<file path="src/rtl/irda_mir_rx_ctrl_pkg.sv">
// Shared definitions for the MIR receive framing controller: state encodings,
// destuffing thresholds and CRC-CCITT constants.
package irda_mir_rx_ctrl_pkg;

  typedef enum logic [1:0] {
    ST_IDLE = 2'd0,
    ST_HUNT = 2'd1,
    ST_FLAG = 2'd2,
    ST_DATA = 2'd3
  } rx_state_e;

  localparam logic [2:0]  ABORT_ONES  = 3'd7;
  localparam logic [2:0]  STUFF_ONES  = 3'd5;
  localparam logic [15:0] CRC_INIT    = 16'hFFFF;
  localparam logic [15:0] CRC_RESIDUE = 16'hF0B8;
  localparam logic [15:0] CRC_POLY    = 16'h8408;  // 0x1021 bit-reversed

  // One LSB-first step of the reflected CRC-CCITT.
  function automatic logic [15:0] crc16_step(input logic [15:0] crc, input logic b);
    return (crc >> 1) ^ (((crc[0] ^ b) == 1'b1) ? CRC_POLY : 16'h0000);
  endfunction

endpackage

</file>
<file path="src/rtl/irda_mir_crc16.sv">
// Serial 16-bit CRC-CCITT (reflected). crc_next is the value including the
// bit presented this cycle, so a closing flag on the same strobe sees it.
module irda_mir_crc16
  import irda_mir_rx_ctrl_pkg::*;
(
  input  logic        clk,
  input  logic        wb_rst_i,
  input  logic        init,
  input  logic        en,
  input  logic        din,
  output logic [15:0] crc_next
);

  logic [15:0] crc_q;
  logic [15:0] base;

  always_comb begin
    base     = init ? CRC_INIT : crc_q;
    crc_next = en ? crc16_step(base, din) : base;
  end

  always_ff @(posedge clk) begin
    if (wb_rst_i) crc_q <= CRC_INIT;
    else          crc_q <= crc_next;
  end

endmodule

</file>
<file path="src/rtl/irda_mir_rx_ctrl.sv">
// MIR receive framing controller: flag sequencing, HDLC destuffing and
// LSB-first byte assembly. Define IRDA_MIR_RX_CRC_EN to add the FCS check.
module irda_mir_rx_ctrl
  import irda_mir_rx_ctrl_pkg::*;
#(
  parameter int MAX_BYTES = 2051,
  parameter int MIN_BYTES = 3,
  parameter int BCNT_W    = 12
) (
  input  logic       clk,
  input  logic       wb_rst_i,
  input  logic       mir_rx_en,
  input  logic       mir_rxbit_enable,
  input  logic       std_st_detected,
  input  logic       std_is_good_bit,
  input  logic       std_o,
  output logic       std_restart,
  output logic [7:0] byte_o,
  output logic       byte_valid_o,
  output logic       frame_start_o,
  output logic       frame_end_o,
  output logic       abort_o,
  output logic       frame_err_o,
  output logic       rx_busy_o,
  output logic       crc_err_o,
  output logic [1:0] rx_state_o
);

  localparam logic [BCNT_W-1:0] MAX_CNT = BCNT_W'(MAX_BYTES);
  localparam logic [BCNT_W-1:0] SAT_CNT = BCNT_W'(MAX_BYTES + 1);
  localparam logic [BCNT_W-1:0] MIN_CNT = BCNT_W'(MIN_BYTES);

  rx_state_e         state_q, state_n;
  logic [2:0]        ones_q, ones_n, ones_inc;
  logic [2:0]        bit_q, bit_n;
  logic [BCNT_W-1:0] bcnt_q, bcnt_n;
  logic [7:0]        sh_q, sh_n, byte_n;
  logic              restart_n, start_n, end_n, abort_n, err_n, valid_n;
  logic              append, terminated;

  assign ones_inc   = ones_q + 3'd1;
  assign rx_state_o = state_q;

  always_comb begin
    state_n    = state_q;
    ones_n     = ones_q;
    bit_n      = bit_q;
    bcnt_n     = bcnt_q;
    sh_n       = sh_q;
    byte_n     = byte_o;
    restart_n  = 1'b0;
    start_n    = 1'b0;
    end_n      = 1'b0;
    abort_n    = 1'b0;
    err_n      = 1'b0;
    valid_n    = 1'b0;
    append     = 1'b0;
    terminated = 1'b0;

    if (!mir_rx_en) begin
      state_n   = ST_IDLE;
      ones_n    = '0;
      bit_n     = '0;
      bcnt_n    = '0;
      restart_n = 1'b1;
    end else begin
      case (state_q)
        ST_IDLE: state_n = ST_HUNT;
        ST_HUNT: begin
          if (mir_rxbit_enable && std_st_detected) begin
            state_n = ST_FLAG;
            ones_n  = '0;
            bit_n   = '0;
            bcnt_n  = '0;
          end
        end
        default: begin
          if (mir_rxbit_enable) begin
            // The data bit is handled first; a flag on the same strobe then
            // sees the updated counts.
            if (std_is_good_bit) begin
              if (state_q == ST_FLAG) begin
                start_n = 1'b1;
                state_n = ST_DATA;
              end
              if (std_o) begin
                if (ones_inc == ABORT_ONES) begin
                  abort_n    = 1'b1;
                  restart_n  = 1'b1;
                  state_n    = ST_HUNT;
                  ones_n     = '0;
                  bit_n      = '0;
                  bcnt_n     = '0;
                  terminated = 1'b1;
                end else begin
                  ones_n = ones_inc;
                  append = 1'b1;
                end
              end else begin
                ones_n = '0;
                append = (ones_q != STUFF_ONES);
              end
              if (append) begin
                sh_n  = {std_o, sh_q[7:1]};
                bit_n = bit_q + 3'd1;
                if (bit_q == 3'd7) begin
                  valid_n = 1'b1;
                  byte_n  = sh_n;
                  if (bcnt_q == MAX_CNT) begin
                    err_n      = 1'b1;
                    restart_n  = 1'b1;
                    state_n    = ST_HUNT;
                    ones_n     = '0;
                    bit_n      = '0;
                    bcnt_n     = '0;
                    terminated = 1'b1;
                  end else if (bcnt_q != SAT_CNT) begin
                    bcnt_n = bcnt_q + 1'b1;
                  end
                end
              end
            end
            // A closing flag doubles as the opening flag of the next frame.
            if (std_st_detected && !terminated) begin
              if (state_n == ST_DATA) begin
                if (bit_n == 3'd0 && bcnt_n >= MIN_CNT) end_n = 1'b1;
                else                                    err_n = 1'b1;
              end
              state_n = ST_FLAG;
              ones_n  = '0;
              bit_n   = '0;
              bcnt_n  = '0;
            end
          end
        end
      endcase
    end
  end

  always_ff @(posedge clk) begin
    if (wb_rst_i) begin
      state_q       <= ST_IDLE;
      ones_q        <= '0;
      bit_q         <= '0;
      bcnt_q        <= '0;
      sh_q          <= '0;
      byte_o        <= '0;
      std_restart   <= 1'b1;
      byte_valid_o  <= 1'b0;
      frame_start_o <= 1'b0;
      frame_end_o   <= 1'b0;
      abort_o       <= 1'b0;
      frame_err_o   <= 1'b0;
      rx_busy_o     <= 1'b0;
    end else begin
      state_q       <= state_n;
      ones_q        <= ones_n;
      bit_q         <= bit_n;
      bcnt_q        <= bcnt_n;
      sh_q          <= sh_n;
      byte_o        <= byte_n;
      std_restart   <= restart_n;
      byte_valid_o  <= valid_n;
      frame_start_o <= start_n;
      frame_end_o   <= end_n;
      abort_o       <= abort_n;
      frame_err_o   <= err_n;
      rx_busy_o     <= (state_n == ST_DATA);
    end
  end

`ifdef IRDA_MIR_RX_CRC_EN
  logic        crc_init;
  logic [15:0] crc_next;

  assign crc_init = mir_rx_en && (state_q == ST_FLAG) && mir_rxbit_enable && std_is_good_bit;

  irda_mir_crc16 u_crc (
    .clk      (clk),
    .wb_rst_i (wb_rst_i),
    .init     (crc_init),
    .en       (append),
    .din      (std_o),
    .crc_next (crc_next)
  );

  always_ff @(posedge clk) begin
    if (wb_rst_i) crc_err_o <= 1'b0;
    else          crc_err_o <= end_n && (crc_next != CRC_RESIDUE);
  end
`else
  assign crc_err_o = 1'b0;
`endif

endmodule

</file>
<file path="config.mk">
export PLATFORM = sky130hd
export DESIGN_NAME = irda_mir_rx_ctrl
export DESIGN_NICKNAME = d
export VERILOG_FILES = /design/src/rtl/irda_mir_rx_ctrl_pkg.sv /design/src/rtl/irda_mir_crc16.sv /design/src/rtl/irda_mir_rx_ctrl.sv
export SDC_FILE = /design/constraint.sdc
export NUM_CORES = 1
export LEC_CHECK = 0
export CAP_MARGIN = 20
export CORE_MARGIN = 1.5
export CORE_UTILIZATION = 51
export DETAILED_ROUTE_END_ITERATION = 8
export PLACE_DENSITY_LB_ADDON = 0.2
export SETUP_SLACK_MARGIN = 0.4
export SLEW_MARGIN = 20
export SYNTH_ARGS = -nofsm -noshare
export SYNTH_HDL_FRONTEND = slang
export SYNTH_SLANG_ARGS = --single-unit
</file>
<file path="constraint.sdc">
create_clock -name clk -period 2.4 [get_ports clk]
set_input_delay 0.24 -clock clk [delete_from_list [all_inputs] [get_ports clk]]
set_output_delay 0.24 -clock clk [all_outputs]
set_load 0.03 [all_outputs]
</file>
Yosys cells after proc, flatten, opt, wreduce, memory -nomap -nowiden
Cells that the tools add are included.
{"block": "totals", "out_inout_bits": 18, "elab_cells": 131, "register_bits": 43}
{"block": "classes", "bitwise_logic": 8, "order_cmp": 1, "n_eq_ne": 10, "reduce_logical": 18, "muxes": 78, "n_addsub": 3}
{"op": "12-bit 2-to-1 mux", "count": 13}
{"op": "3-bit 2-to-1 mux", "count": 20}
{"op": "2-bit 2-to-1 mux", "count": 14}
{"op": "1-bit 2-to-1 mux", "count": 27}
{"op": "12-bit case mux with 2 select lines", "count": 1}
{"op": "7-bit OR reduction", "count": 2}
{"op": "12-bit by 1-bit adder with 12-bit output (second input constant)", "count": 1}
{"op": "12-bit equality test (second input constant)", "count": 1}
{"op": "12-bit by 2-bit >= comparator with 1-bit output (second input constant)", "count": 1}
{"op": "12-bit != test (second input constant)", "count": 1}
{"op": "3-bit case mux with 2 select lines", "count": 2}
{"op": "1-bit NOT", "count": 8}
{"op": "3-bit by 1-bit adder with 3-bit output (second input constant)", "count": 2}
{"op": "2-bit equality test (second input constant)", "count": 3}
{"op": "3-bit equality test (second input constant)", "count": 2}
{"op": "6-bit AND reduction", "count": 1}
{"op": "6-bit OR reduction", "count": 1}
{"op": "5-bit AND reduction", "count": 1}
{"op": "5-bit OR reduction", "count": 1}
{"op": "2-bit case mux with 2 select lines", "count": 1}
{"op": "4-bit AND reduction", "count": 1}
{"op": "2-bit OR reduction", "count": 2}
{"op": "1-bit logical AND", "count": 3}
{"op": "3-bit zero test", "count": 1}
{"op": "8 further kinds", "count": 8}

Depth between registers and ports, before layout
Gate-level depths: netlist of run 1.
{"block": "logic_depth", "depth_word": 20, "ltp_mapped": 10, "mapped_depth_nobuf": 10}

Least setup slack after synthesis of run 1
Ideal clock, no wire load.
{"block": "synth_timing", "kind": "reg2reg", "from": "register ones_q[0]", "to": "register frame_end_o", "setup_time_ps": 121, "stages_incl_launch_ff": 10, "synth_period_minus_slack_ps": 2585, "t_required_ps": 2279, "path_slack_ps": -185, "arrival_ps": 2463, "path_cell_list": "dfxtp_1 ha_1 xnor2_1 o211ai_1 nor2_2 a211o_1 a22o_1 or4_1 o21a_1 nor2b_1"}
{"block": "synth_between", "elab_chain_cells": 17, "word_cells_on_any_way": 54, "classes_between": "add/sub (1); order compare (1); eq/ne (3); mux (42); bitwise (2); reduce/logical (5)"}
{"element": "start: declaration", "line_no": "irda_mir_rx_ctrl.sv:34", "source": "logic [2:0] ones_q, ones_n, ones_inc;"}
{"element": "start signal: assignment", "line_no": "irda_mir_rx_ctrl.sv:157", "source": "ones_q <= ones_n;"}
{"element": "branches (longest 17 deep; another with 3-bit by 1-bit adder with 3-bit output)"}
{"element": "end signal: assignment", "line_no": "irda_mir_rx_ctrl.sv:165", "source": "frame_end_o <= end_n;"}
{"element": "end: declaration", "line_no": "irda_mir_rx_ctrl.sv:21", "source": "output logic frame_end_o,"}
Parallel ways; which one is timed is not known. The select of a mux whose other input is x is not followed.
A chain may end at the register's enable or synchronous reset.

Worst setup path in the final report of run 1
{"block": "layout_timing", "from": "register ones_q[1]", "to": "register frame_end_o"}
The elaborated chain is that of the path after synthesis.

==> impl_metrics.yaml, run 1 <==
run_status:
  status: "finished with violations"
  violations: "negative setup slack"
logic_synthesis:
  synth_area_sq_mm: 0.002313
  netlist_instances: 283
  yosys_register_bits: 42
  yosys_warnings: 0
  yosysTopAreaCell: "dfxtp_1"
  synth-edff-count: 0
  seq_area_frac_synth: 0.3634
  avgSynthCellArea_sq_um: 8.175
  synthFlopType: "dfxtp_1"
  synth_fp_nets: 297
  synth_top_area_frac: 0.3634
  synthTopCellsByArea: "dfxtp_1 (36%), nor2_1 (6.8%), mux2i_1 (6.5%)"
  yosysUniqueCellTypes: 52
  synth-async-reset-ratio: 0
  synth_common_cells: "dfxtp_1 (42), nor2_1 (42), nand2_1 (21)"
timing:
  final.setup_skew_ns: 0.01285
  final-hold-violation-count: 0
  min_period_over_period: 1.069
  worst_slack_ns: -0.1648
  slew_headroom: 0.6383
  rsz0062_at_grt: "true"
  period_minus_slack_ns: 2.565
  hold_ws_ns: 0.5127
  tns_ns: -0.5142
  tightest_slew_ns: 0.5412
  clock.fmax_ghz: 0.3899
  setup_viol: 6
  slew_viol_final: 0
die:
  core_area_sq_mm: 0.004354
  dieHeight_microns: 70.35
  die_x_microns: 70.35
  die_area_sq_mm: 0.004949
  num_rows: 24
  io_pins: 25
  start_util: 0.5313
drt:
  drcViolationCount: 0
  via_per_inst: 6.035
  wirelength_microns: 7192
  via_count: 2613
  drt-initial-drc-count: 210
  routedWlPerCell_microns: 16.61
  firstDrtPassIters: 5
  drt.antenna.violating_nets: 0
setup_path:
  worstRegToRegCells: 9
  endpoint_kind: "flip-flop"
  critPathMaxStageDelay_ns: 0.51
  arrival_ns: 2.75
  cp_max_fo: 4
  worstSetupPathType: "reg2reg"
  worstSetupStartpointType: "flip-flop"
  cp.required_ns: 2.58
  slowest_stage: "or4_4"
  cp_cell_sequence: "ha_4, xnor2_4, o211ai_1, nor2_2, a211o_1, a22o_1, or4_4, o21a_1, nor2b_1"
place:
  place_area_sq_mm: 0.003136
  gp_congestion: 0.9399
  placed_cells: 413
  io_buffers: 23
  pre_cts_ws_ns: -0.3530
  dp_hpwl_microns: 4841
power_and_ir_drop:
  power_leakage_nw: 1.468
  irDropWorstVdd_v: 0.0002154
  total_power_mw: 1.255
  powerDensity_mw_per_mm2: 347.9
clocking:
  hold_buffers: 0
  numCtsBuffers: 5
  ctsHtreeMaxLevel: 2
  cts.reportedPaths.clkPinSlew_ns: 0.09
  cts_tree: "built"
  root_buffer: "clkbuf_8"
  clock-sinks: 42
  cts_max_path_buffers: 2
  clk-insertion-delay-late_ns: 0.30
layout:
  nets: 394
  antennaDiodeCount: 0
  utilization: 0.8287
  syn_to_final_growth_pct: 55.98
  drive_above_1_share: 0.4016
  stdcell_count: 433
  final_area_sq_mm: 0.003608
grt:
  grt_pass1_vias: 2401
  grt_pass1_wl_microns: 11120
  grt_max_degree: 16
  antenna_found_initial: 0
  grt_usage: 0.2783
  grt_overflow: 0
min_path:
  min_path_cells: 2
  hold_class: "reg2reg"
job:
  drv_cap: 0
-- sequential cells by signal, summed over array words and instances (netlist names), 2 cells and up --
| register | count |
|---|---|
| ones_q | 3 |
| byte_o | 8 |
| sh_q | 7 |
| bcnt_q | 12 |
| rx_state_o | 2 |
| bit_q | 3 |
-- cell type report --
class                      count  area [sq um]
clock inverter                 3         23.77
fill                         272         745.7
clock buffer                   5         68.82
sequential                    42         860.8
multi-input combinational    218          1677
timing repair buffer         104         879.6
inverter                       9         33.78
tap                           52         65.06
-- worst max-delay path, delay by kind of cell, from the launching register on --
kind	cells	cell delay, ns
fa+ha+maj	1	0.18
simple gates	3	0.72
xor+xnor	1	0.14
compound gates	4	1.02
flops	1	0.38
-- routing by layer --
metal  wire, microns  track usage  part of all wire  up-vias
met5               0            0                 0        -
met4             157       0.1004             0.022        0
met3             479      0.04762             0.067       18
met2            3569       0.4560              0.50      120
met1            2985       0.3672              0.42     1241
li1                -            -                 -     1234
-- worst paths after layout --
| kind | end | start | slack (ns) |
|---|---|---|---|
| max | frame_end_o | ones_q[1] | -0.16 |
| max reg2reg | frame_end_o | ones_q[1] | -0.16 |
| min | byte_o[5] | byte_o[5] | 0.51 |
| min reg2reg | byte_o[5] | byte_o[5] | 0.51 |
-- what timing repair did --
| item | CTS | global route |
|---|---|---|
| buffers inserted | 4 | 8 |
| pin swaps | 17 | 38 |
| gates resized for setup | 25 | 44 |
| endpoints found under the setup margin | 21 | 35 |
-- power breakdown --
part           switching, mW  internal, mW
clock network          0.264         0.208
registers            0.00326         0.695
logic                 0.0507        0.0340
total                  0.318         0.937
-- cells by family after synthesis --
family	after synthesis	share of synthesized area
and+or+nand+nor	124	0.2785
DFF	42	0.3634
other	1	0.001621
muxes	16	0.06977
AOI/OAI and AO/OA	68	0.1990
xor gates and xnor gates	2	0.007573
buffers and inverters	23	0.04218
adders and majority gates	7	0.03786
-- cells in the final DEF (no fill, tap or decap), types with 3 or more instances in the layout --
master,synthesis,final
nor3_1,10,8
a22oi_2,0,9
dfxtp_2,0,7
and2_1,5,4
o21ai_1,3,4
buf_6,0,9
or4_4,0,3
mux2i_1,15,15
clkbuf_8,0,5
inv_1,9,8
o21ai_0,11,8
dfxtp_1,42,32
nand2_1,21,18
nor2_1,42,38
nor2_2,1,4
a21oi_1,11,9
nand3_1,8,8
o211ai_1,4,4
clkdlybuf4s50_1,0,23
and3_1,4,4
a31oi_1,5,5
nor2b_1,4,4
dfxtp_4,0,3
nand4_1,7,7
buf_4,2,71
a22o_1,4,4
ha_4,0,4
Note: power is estimated with default switching activity, not from simulation.
==> inputs of run 2 (changes only) <==
ABC_AREA = 1   (was not set)
CORE_UTILIZATION = 52   (was 51)
SYNTH_HIERARCHICAL = 1   (was not set)
==> impl_metrics.yaml, run 2 <==
run_status:
  status: "completed"
timing:
  rsz0062_at_grt: "true"
  clock.fmax_ghz: 0.5138
  final.setup_skew_ns: 0.004779
  final-hold-violation-count: 0
  slew_viol_final: 0
  min_period_over_period: 0.8109
  worst_slack_ns: 0.4538
  tns_ns: 0
  period_minus_slack_ns: 1.946
  setup_viol: 0
die:
  io_pins: 25
  die_area_sq_mm: 0.005350
  core_area_sq_mm: 0.004723
  start_util: 0.5417
  die_x_microns: 73.15
  dieHeight_microns: 73.15
  num_rows: 25
setup_path:
  reg2reg_slack_ns: 0.45
  worstRegToRegCells: 16
  worstSetupStartpointType: "flip-flop"
  arrival_ns: 2.15
  cp_max_fo: 6
  startpoint: "bit_q[1]"
  r2r_start: "bit_q[1]"
  cp.required_ns: 2.60
  worstReg2RegEnd: "frame_err_o"
  endpoint_kind: "flip-flop"
  cp-endpoint: "frame_err_o"
  worstSetupPathType: "reg2reg"
logic_synthesis:
  synth-async-reset-ratio: 0
  synthFlopType: "dfxtp_1"
  yosysUniqueCellTypes: 32
  synth_common_cells: "nand2_1 (121), inv_1 (51), dfxtp_1 (42)"
  post-synth-top-count-cell: "nand2_1"
  avgSynthCellArea_sq_um: 6.318
  netlist_instances: 405
  synth-edff-count: 0
  synth_area_sq_mm: 0.002559
  yosys_register_bits: 42
  synth_top_area_frac: 0.3286
  synthTopCellsByArea: "dfxtp_1 (33%), nand2_1 (18%), inv_1 (7.5%)"
  synth_fp_nets: 419
  seq_area_frac_synth: 0.3286
  yosys_warnings: 6
  yosysTopAreaCell: "dfxtp_1"
layout:
  top_regs: "bcnt_q: 12 flops, byte_o: 8 flops, sh_q: 7 flops"
  regArea_sq_um: 858.3
  top_register: "bcnt_q"
  antennaDiodeCount: 0
  drive_above_1_share: 0.2192
  largest_reg_flops: 12
  final_common_cell: "nand2_1"
  final_cell_mix: "nand2_1 (115), inv_1 (44), a21oi_1 (36), dfxtp_1 (32), nor2_1 (27)"
  num-fill-cells: 402
  nets: 460
  stdcell_count: 514
  multiInputGateArea_sq_mm: 0.001595
  syn_to_final_growth_pct: 28.61
place:
  io_buffers: 23
  placed_cells: 491
  dp_hpwl_microns: 5052
  pre_cts_ws_ns: 0.1381
  gp_congestion: 0.9540
clocking:
  hold_buffers: 0
  cts.reportedPaths.clkPinSlew_ns: 0.09
  cts_max_path_buffers: 2
  numCtsBuffers: 5
  cts_tree: "built"
  ctsHtreeMaxLevel: 2
  root_buffer: "clkbuf_8"
  clock-sinks: 42
  clk-insertion-delay-late_ns: 0.30
grt:
  grt_use_met3: 0.04696
  grt_usage: 0.2571
  grt_overflow: 0
  grt.busiest_layer: "met2"
  grt_pass1_wl_microns: 10670
  antenna_found_initial: 0
  grt_pass1_vias: 2360
  met2_usage: 0.4253
  grt_max_degree: 17
  grt.met1_usage: 0.3367
drt:
  routedWlPerCell_microns: 13.62
  wirelength_microns: 7002
  via_count: 2785
  drt-initial-drc-count: 248
  drt.antenna.violating_nets: 0
  via_per_inst: 5.418
  drcViolationCount: 0
  firstDrtPassIters: 7
power_and_ir_drop:
  power_leakage_nw: 1.380
  irDropWorstVdd_v: 0.0003043
  powerDensity_mw_per_mm2: 382.5
min_path:
  hold_class: "in2reg"
job:
  drv_cap: 0
run 2: worst min-delay path by stage:
stage	depth (start not counted)	from	to
2_1_floorplan	1	wb_rst_i	byte_o[7]
4_1_cts	2	byte_o[7]	byte_o[7]
3_5_place_dp	2	byte_o[7]	byte_o[7]
3_3_place_gp	2	byte_o[7]	byte_o[7]
5_1_grt	3	std_o	byte_o[7]
6_report	3	std_o	byte_o[7]
run 2: layer usage:
metal / share of wire / vias up
met2: 0.49 / 105
met4: 0.019 / 0
met5: 0 / -
met1: 0.45 / 1278
met3: 0.046 / 21
li1: - / 1381
run 2: where the power goes:
| group | internal [mW] | switching [mW] |
|---|---|---|
| combinational | 0.0319 | 0.0568 |
| clock | 0.205 | 0.266 |
| sequential | 0.697 | 0.00233 |
run 2: area by class of cell:
cell class	count	share of cell area
Multi-Input combinational cell	293	0.4848
Inverter	56	0.06882
Tap cell	67	0.02548
Sequential cell	42	0.2608
Clock buffer	5	0.02091
Clock inverter	3	0.005703
Timing Repair Buffer	48	0.1335
run 2: metrics by stage:
step | utilization | power (mW) | hold slack [ns] | instance area (sq um)
floorplan | - | 0.7662 | 0.3091 | 2559
detailed placement | 0.6077 | 0.7983 | 0.4587 | 2870
global route | 0.6967 | 1.302 | 0.3676 | 3291
global placement | 0.6077 | 0.7973 | 0.4538 | 2870
finish | 0.6967 | 1.259 | 0.3476 | 3291
CTS | 0.6276 | 1.259 | 0.4719 | 2964
run 2: cell families (layout without fill, tap and decap cells):
kind of cell,after synthesis,in the layout,share of synthesized area
AOI/OAI and AO/OA,73,73,0.1531
adders and majority gates,7,7,0.03423
buffers and inverters,70,112,0.1134
DFF,42,42,0.3286
other,1,1,0.001466
and+or+nand+nor,212,212,0.3692
run 2: worst max-delay path, stage by stage, from the launching register on:
cell and delay (ns):
dfxtp_1 0.37, ha_1 0.18, ha_2 0.24, nand3_4 0.11, buf_6 0.15, inv_6 0.07
nand2_4 0.06, nand2_1 0.07, nand2_1 0.07, nor2_2 0.14, nor2_1 0.06, nand2_1 0.05
inv_1 0.05, nand3_2 0.06, nand2_2 0.05, nand2_1 0.07, nand2_1 0.05
run 2: timing repair:
item | CTS | global route
pin swaps | 0 | 14
endpoints found under the setup margin | 20 | 22
buffers inserted | 0 | 15
gates resized for setup | 5 | 63
